===== src/rtl/scan_ctrl_pkg.sv =====
// Shared definitions for the scan chain controller.
//   state_e : sequencer states (IDLE / SHIFT / CAPTURE / UNLOAD)
//   STATE_W : width of the state encoding
package scan_ctrl_pkg;

  localparam int unsigned STATE_W = 2;

  typedef enum logic [STATE_W-1:0] {
    ST_IDLE    = 2'd0,
    ST_SHIFT   = 2'd1,
    ST_CAPTURE = 2'd2,
    ST_UNLOAD  = 2'd3
  } state_e;

endpackage


===== src/rtl/scan_shift_reg.sv =====
// Pattern shadow register and result assembly for the scan controller.
//   clk_i, rn_i  : clock, synchronous active-low reset
//   load_i       : capture pat_i into the shadow register
//   shift_i      : advance the shadow register one bit toward the MSB
//   pat_i        : parallel pattern
//   next_bit_o   : the bit that becomes the MSB after the next shift
//   unload_i     : write so_i into result bit idx_i
//   idx_i        : result bit index
//   so_i         : serial data from the chain tail
//   result_o     : assembled parallel result
module scan_shift_reg #(
  parameter int unsigned N     = 8,
  parameter int unsigned CNT_W = 4
) (
  input  logic             clk_i,
  input  logic             rn_i,
  input  logic             load_i,
  input  logic             shift_i,
  input  logic [N-1:0]     pat_i,
  output logic             next_bit_o,
  input  logic             unload_i,
  input  logic [CNT_W-1:0] idx_i,
  input  logic             so_i,
  output logic [N-1:0]     result_o
);

  logic [N-1:0] shadow_q, shadow_d;
  logic [N-1:0] result_q, result_d;

  // The MSB itself is driven straight from pat_i on the load edge, so the
  // serial stream continues from bit N-2 of the shadow copy.
  assign next_bit_o = shadow_q[N-2];
  assign result_o   = result_q;

  always_comb begin
    shadow_d = shadow_q;
    if (load_i) begin
      shadow_d = pat_i;
    end else if (shift_i) begin
      shadow_d = {shadow_q[N-2:0], 1'b0};
    end
  end

  always_comb begin
    result_d = result_q;
    for (int unsigned k = 0; k < N; k++) begin
      if (unload_i && (idx_i == CNT_W'(k))) begin
        result_d[k] = so_i;
      end
    end
  end

  always_ff @(posedge clk_i) begin
    if (!rn_i) begin
      shadow_q <= '0;
      result_q <= '0;
    end else begin
      shadow_q <= shadow_d;
      result_q <= result_d;
    end
  end

endmodule


===== src/rtl/scan_chain_ctrl.sv =====
// Load / capture / unload sequencer for a single scan chain.
//   CLK    : rising-edge clock shared with the chain
//   RN     : synchronous active-low reset
//   START  : begin a sequence (sampled in IDLE only)
//   PAT    : pattern to load; PAT[k] ends up in chain flop k
//   SO     : Q of the last chain flop
//   SE     : scan enable to every chain flop
//   SI     : scan input to chain flop 0
//   RESULT : unloaded chain state; RESULT[k] = flop k after capture
//   BUSY   : sequence in progress
//   DONE   : one-cycle pulse, RESULT valid from this cycle
module scan_chain_ctrl
  import scan_ctrl_pkg::*;
#(
  parameter int unsigned CHAIN_LEN  = 8,
  parameter int unsigned CAP_CYCLES = 1,
  parameter int unsigned CNT_W      = $clog2(CHAIN_LEN + 1)
) (
  input  logic                 CLK,
  input  logic                 RN,
  input  logic                 START,
  input  logic [CHAIN_LEN-1:0] PAT,
  input  logic                 SO,
  output logic                 SE,
  output logic                 SI,
  output logic [CHAIN_LEN-1:0] RESULT,
  output logic                 BUSY,
  output logic                 DONE
);

  // The one counter also times CAPTURE, so widen it if CAP_CYCLES needs more
  // bits than the chain length does.
  localparam int unsigned CAP_W = $clog2(CAP_CYCLES + 1);
  localparam int unsigned CW    = (CNT_W > CAP_W) ? CNT_W : CAP_W;

  state_e        state_q, state_d;
  logic [CW-1:0] cnt_q, cnt_d;
  logic          se_q, se_d;
  logic          si_q, si_d;
  logic          busy_q, busy_d;
  logic          done_q, done_d;

  logic          load;
  logic          shift;
  logic          unload;
  logic          next_bit;
  logic [CNT_W-1:0] idx;

  // Unload fills RESULT from the top bit down: the j-th unload edge (cnt=j-1)
  // writes bit N-j.
  assign idx = CNT_W'(CW'(CHAIN_LEN - 1) - cnt_q);

  scan_shift_reg #(
    .N     (CHAIN_LEN),
    .CNT_W (CNT_W)
  ) u_sreg (
    .clk_i      (CLK),
    .rn_i       (RN),
    .load_i     (load),
    .shift_i    (shift),
    .pat_i      (PAT),
    .next_bit_o (next_bit),
    .unload_i   (unload),
    .idx_i      (idx),
    .so_i       (SO),
    .result_o   (RESULT)
  );

  always_comb begin
    state_d = state_q;
    cnt_d   = cnt_q;
    se_d    = 1'b0;
    si_d    = 1'b0;
    busy_d  = busy_q;
    done_d  = 1'b0;
    load    = 1'b0;
    shift   = 1'b0;
    unload  = 1'b0;
    unique case (state_q)
      ST_IDLE: begin
        busy_d = 1'b0;
        if (START) begin
          state_d = ST_SHIFT;
          cnt_d   = '0;
          se_d    = 1'b1;
          si_d    = PAT[CHAIN_LEN-1];
          busy_d  = 1'b1;
          load    = 1'b1;
        end
      end
      ST_SHIFT: begin
        if (cnt_q == CW'(CHAIN_LEN - 1)) begin
          state_d = ST_CAPTURE;
          cnt_d   = '0;
        end else begin
          cnt_d = cnt_q + CW'(1);
          se_d  = 1'b1;
          si_d  = next_bit;
          shift = 1'b1;
        end
      end
      ST_CAPTURE: begin
        if (cnt_q == CW'(CAP_CYCLES - 1)) begin
          state_d = ST_UNLOAD;
          cnt_d   = '0;
          se_d    = 1'b1;
        end else begin
          cnt_d = cnt_q + CW'(1);
        end
      end
      ST_UNLOAD: begin
        unload = 1'b1;
        if (cnt_q == CW'(CHAIN_LEN - 1)) begin
          state_d = ST_IDLE;
          cnt_d   = '0;
          busy_d  = 1'b0;
          done_d  = 1'b1;
        end else begin
          cnt_d = cnt_q + CW'(1);
          se_d  = 1'b1;
        end
      end
      default: begin
        state_d = ST_IDLE;
        cnt_d   = '0;
        busy_d  = 1'b0;
      end
    endcase
  end

  always_ff @(posedge CLK) begin
    if (!RN) begin
      state_q <= ST_IDLE;
      cnt_q   <= '0;
      se_q    <= 1'b0;
      si_q    <= 1'b0;
      busy_q  <= 1'b0;
      done_q  <= 1'b0;
    end else begin
      state_q <= state_d;
      cnt_q   <= cnt_d;
      se_q    <= se_d;
      si_q    <= si_d;
      busy_q  <= busy_d;
      done_q  <= done_d;
    end
  end

  assign SE   = se_q;
  assign SI   = si_q;
  assign BUSY = busy_q;
  assign DONE = done_q;

endmodule

===== config.mk =====
export PLATFORM = sky130hd
export DESIGN_NAME = scan_chain_ctrl
export DESIGN_NICKNAME = d
export VERILOG_FILES = /design/src/rtl/scan_ctrl_pkg.sv /design/src/rtl/scan_shift_reg.sv /design/src/rtl/scan_chain_ctrl.sv
export SDC_FILE = /design/constraint.sdc
export NUM_CORES = 1
export LEC_CHECK = 0
export ABC_AREA = 0
export ABC_CLOCK_PERIOD_IN_PS = 1700
export BUFFER_PORTS_ARGS = -buffer_cell sky130_fd_sc_hd__buf_2
export CAP_MARGIN = 20
export CORE_MARGIN = 2
export CORE_UTILIZATION = 45
export CTS_CLUSTER_DIAMETER = 80
export DETAILED_ROUTE_END_ITERATION = 10
export PLACE_DENSITY = 0.67
export SLEW_MARGIN = 20
export SYNTH_ARGS = -nofsm -noshare
export SYNTH_HDL_FRONTEND = slang
export SYNTH_SLANG_ARGS = --single-unit
export TNS_END_PERCENT = 1

===== constraint.sdc =====
create_clock -name CLK -period 1.7 [get_ports CLK]
set_clock_uncertainty 0.05 [all_clocks]
set_input_delay 0.17 -clock CLK [delete_from_list [all_inputs] [get_ports CLK]]
set_output_delay 0.17 -clock CLK [all_outputs]
set_load 0.01 [all_outputs]

==> impl.org <==
** Floorplanning
- Once the floorplan was initialized, standard cells occupied between 40% and 50% of the core.
- Core ar. :: 0.00271 mm²
- Row generation in the floorplan step produced 19 rows.
- The die covers 0.00323 mm².
- Boundary pin count :: 24
- Die X-Extent :: ~57 µm
- The floorplan step set the die height to between 50 and 60 µm.

** Power
- Flop pwr share :: approximately 45%
- For this design the static power due to leakage is approximately 0.00067 µW.
- Net switching power figure :: around 630 µW
- The worst-case IR drop observed on VDD is 0.686 mV.
- The share of total power dissipated in the clock network is 16.1%.
- The share of total power dissipated in combinational logic is 39.3%.
- Fraction of power spent switching nets :: ~37%
- Cell internal power was estimated by the tool at between 1000 and 1500 µW.
- In this run the power density over the cells is ~1200 mW/mm².

** Global route
- Maximum number of pins on one net before global-route repair :: 17
- Global-route wire length before repair :: 4.16 mm
- Aggregate global-route resource usage :: about 16%
- Vias in the first global route :: 945
- After global routing the overflow that remains totals 0.
- The number of antenna violations at the first check in global routing is 0.

** Setup path
- Among cell families on the critical path, the largest total delay comes from compound AO/OA/AOI/OAI gates.
- Walking the worst path, the cells encountered are and4b_1 > buf_4 > o32ai_2 > a21oi_1 > a31oi_1.
- For this run, the slowest stage of the critical path takes around 470 ps.
- Counting cells, the worst reg-to-reg path comes to 5.
- The critical path is of the reg -> reg type.
- Along the worst path, the maximum fanout reaches 6.
- The worst setup path is captured at a flop.
- Logic depth of the worst setup path including buffers :: 5
- At the worst endpoint, the arrival time is 1790 ps.
- Together, buffers and inverters on the worst path number 1.
- Required time of the critical path :: 1910 ps
- The setup check on the worst reg-to-reg path leaves a slack of ~110 ps.
- The largest individual stage delay along the critical path comes from the cell dfxtp_1.
- STA classifies the critical path startpoint as a flop.

** Logic synthesis
- Mean post-synth cell area :: approximately 9.1 µm²
- Fraction of synthesized cell area taken by the top area cell type :: 39.9%
- After synthesis, the largest family of logic cells by area is simple AND/OR/NAND/NOR gates.
- Proportion of synthesized chip area in sequential cells :: about two fifths
- Synth Area in Compound Gates :: between 10% and 20%
- Top cells by count, synth :: 25 x dfxtp_1, 15 x mux2i_1, 12 x nor2b_1, 11 x nand3_1, 11 x o21ai_0
- By instance count, the leading cell after synthesis is dfxtp_1.
- The cell area that synthesis handed to floorplanning was around 0.0013 mm².
- Xor and xnor area share after synthesis :: 0%
- Counting every net in the synthesized netlist gives approximately 160.
- The synthesized design spends more area on one cell type than any other, namely dfxtp_1.
- For this run, the number of Yosys warnings is 0.
- After Yosys synthesis, full adders, half adders and majority gates account for 7.98% of the synthesized area.
- Main area contributors after synthesis :: dfxtp_1 40%, mux2i_1 12%, ha_1 8.0%, nor2b_1 6.0%, nand3_1 4.4%
- Of the total synthesized cell area, the portion taken by AND, OR, NAND and NOR gates is 19.9%.
- EDFF count, synth :: 0
- Counting flops with an async set or reset pin after synthesis yields a share of 0%.
- Among all flip-flop cells after synthesis, the most frequent one is dfxtp_1.
- Synthesis instantiated 28 different standard cells from the library.
- Post-synthesis cell count :: between 100 and 150
- After synthesis the netlist holds a flip-flop and latch count of 25.
- Multiplexer fraction of the synthesized cell area :: 12.0%

** Detailed routing
- Post-detailed-route via-to-cell ratio :: 5.25
- For this block, the initial DRC count from the detailed router was 48.
- After detailed routing, the average wire length per cell comes to approximately 13 µm.
- In the routed design, unresolved DRC markers number 0.
- The detail route stage leaves a number of antenna-violating nets equal to 0.
- First-pass detailed-route iteration total :: 4
- The detailed router placed 1014 vias in this run.
- Post-detailed-routing wire length :: roughly 2.5 mm

** Clock tree
- Number of buffers inserted by hold repair at cts :: 0
- Clock insertion delay at the later pin of the skew report :: 320 ps
- # Post-CTS Setup Buffers :: 0
- CTS max path bufs :: 2
- Clock-pin slew was measured on the worst setup and hold paths at roughly 150 ps.
- H-tree depth :: 1
- Once the clock tree was built, the resizer swapped 0 gates to a different size.
- TritonCTS built the clock tree.
- CTS saw 25 sinks.
- Clock buffer count from CTS :: 3
- Clock tree root buffer cell :: clkbuf_4

** Hold path
- HP Class :: in -> reg
- Worst Hold Depth :: 3

** Placement
- Number of instances in the placed design :: between 150 and 200
- The congestion estimate from routability-driven global placement came to about 0.78.
- Input and output buffers added on the ports amount to 23.
- Post-place instance area :: about 0.0014 mm²
- HPWL after detailed placement :: ~1.8 mm
- Timing analysis after detailed placement gives a worst setup slack of slightly above 60 ps.

** Timing
- Endpoints failing hold :: 0
- Slew at the pin with the worst max-slew slack :: around 440 ps
- Max Clk Rate :: 631 MHz
- Count of endpoints failing setup in the final report :: 0
- Setup repair after global routing could not meet its margin everywhere.
- The worst path uses 93.3% of the clock period.
- Rel. slew slack :: ~70%
- The final count of pins violating max slew is 0.
- Post-layout minimum cycle time :: between 1500 and 2000 ps
- Least setup slack across all paths after layout :: between 100 and 150 ps

** Layout
- For this run, the post-layout net count is ~180.
- Final non-filler cell area :: approximately 0.0015 mm²
- In the final layout, the share of cells above drive strength 1 is 24.7%.
- Compared with the post-synthesis result, the final layout area differs by 16.3%.
- The repair_antennas step left the layout with diodes totalling 0.
- The count of cells in the finished layout, fillers not included, comes to about 190.
- At the end of the flow the core is filled with cells to about 54%.
- Filler instances :: between 200 and 300

** Run
- Across the run, the number of max-cap violations was 0.

** Status
- The flow ran to the end, and the final reports show no timing, DRC or antenna violations.
-- placed cells by master, fill, tap and decap left out, types with 2 or more instances in the layout --
cell	synthesis	routed
a21oi_1	9	9
a31oi_1	2	2
buf_2	0	23
buf_4	2	6
clkbuf_4	0	3
dfxtp_1	25	22
dfxtp_2	0	3
ha_1	8	8
inv_1	6	6
mux2i_1	15	15
nand2_1	5	5
nand2b_1	3	2
nand3_1	11	11
nand3b_1	4	4
nor2_1	6	6
nor2b_1	12	12
o21ai_0	11	11
-- per-layer routing --
| layer | GRT usage, % | routed length, µm | vias up | part of all wire [%] |
|---|---|---|---|---|
| met5 | 0 | 0 | - | 0 |
| met4 | 4.98 | 18 | 0 | 0.73 |
| met3 | 2.76 | 90 | 2 | 3.7 |
| met2 | 27.1 | 1220 | 21 | 50 |
| met1 | 21.4 | 1120 | 463 | 46 |
| li1 | - | - | 528 | - |
-- area by class of cell --
| cell class | instances | area, µm² | area share (%) |
|---|---|---|---|
| clock buffer | 3 | 22.5 | 1.54 |
| timing repair buffer | 29 | 160 | 11.0 |
| inverter | 6 | 22.5 | 1.54 |
| multi-input combinational | 98 | 706 | 48.4 |
| sequential | 25 | 504 | 34.6 |
| clock inverter | 1 | 5.00 | 0.343 |
| tap | 31 | 38.8 | 2.66 |
-- path summary, 6_finish.rpt --
| path | from | end |
|---|---|---|
| setup / recovery | cnt_q[3] | cnt_q[2] |
| hold / removal | PAT[7] | SI |
| setup reg to reg | cnt_q[3] | cnt_q[2] |
| hold reg to reg | u_sreg.shadow_q[0] | u_sreg.shadow_q[0] |
-- tightest hold or removal path: stages --
cell and delay, ps:
buf_2 100, nand3_1 50, a21oi_1 50
-- through the flow --
step	TNS, ps	power [µW]	hold WS (ps)
2_1_floorplan	0	1260	266
3_3_place_gp	0	1400	380
3_5_place_dp	0	1420	384
4_1_cts	0	1690	34.7
5_1_grt	-33.0	1830	32.2
6_report	0	1700	36.6
-- state kept, by name (all words and copies together) (netlist names) --
register         count
SI                   1
cnt_q                4
u_sreg.result_o      8
state_q              2
u_sreg.shadow_q      7
DONE                 1
SE                   1
BUSY                 1
-- cell families (layout without fill, tap and decap cells) --
group | count (synthesis) | after routing
adder cells (fa/ha/maj) | 8 | 8
flip-flops | 25 | 25
buffers and inverters | 15 | 39
multiplexers | 15 | 15
AO/OA/AOI/OAI | 31 | 31
AND/OR/NAND/NOR | 44 | 44
-- power groups by stage --
| stage | clock, µW | sequential [µW] | combinational, µW |
|---|---|---|---|
| final | 273 | 760 | 668 |
| after global routing | 300 | 773 | 752 |
| after CTS | 279 | 754 | 652 |
| after detailed placement | 0 | 768 | 650 |
| after global placement | 0 | 760 | 636 |
| after floorplan | 0 | 764 | 498 |
No activity file was read; power rests on OpenSTA's default activity.
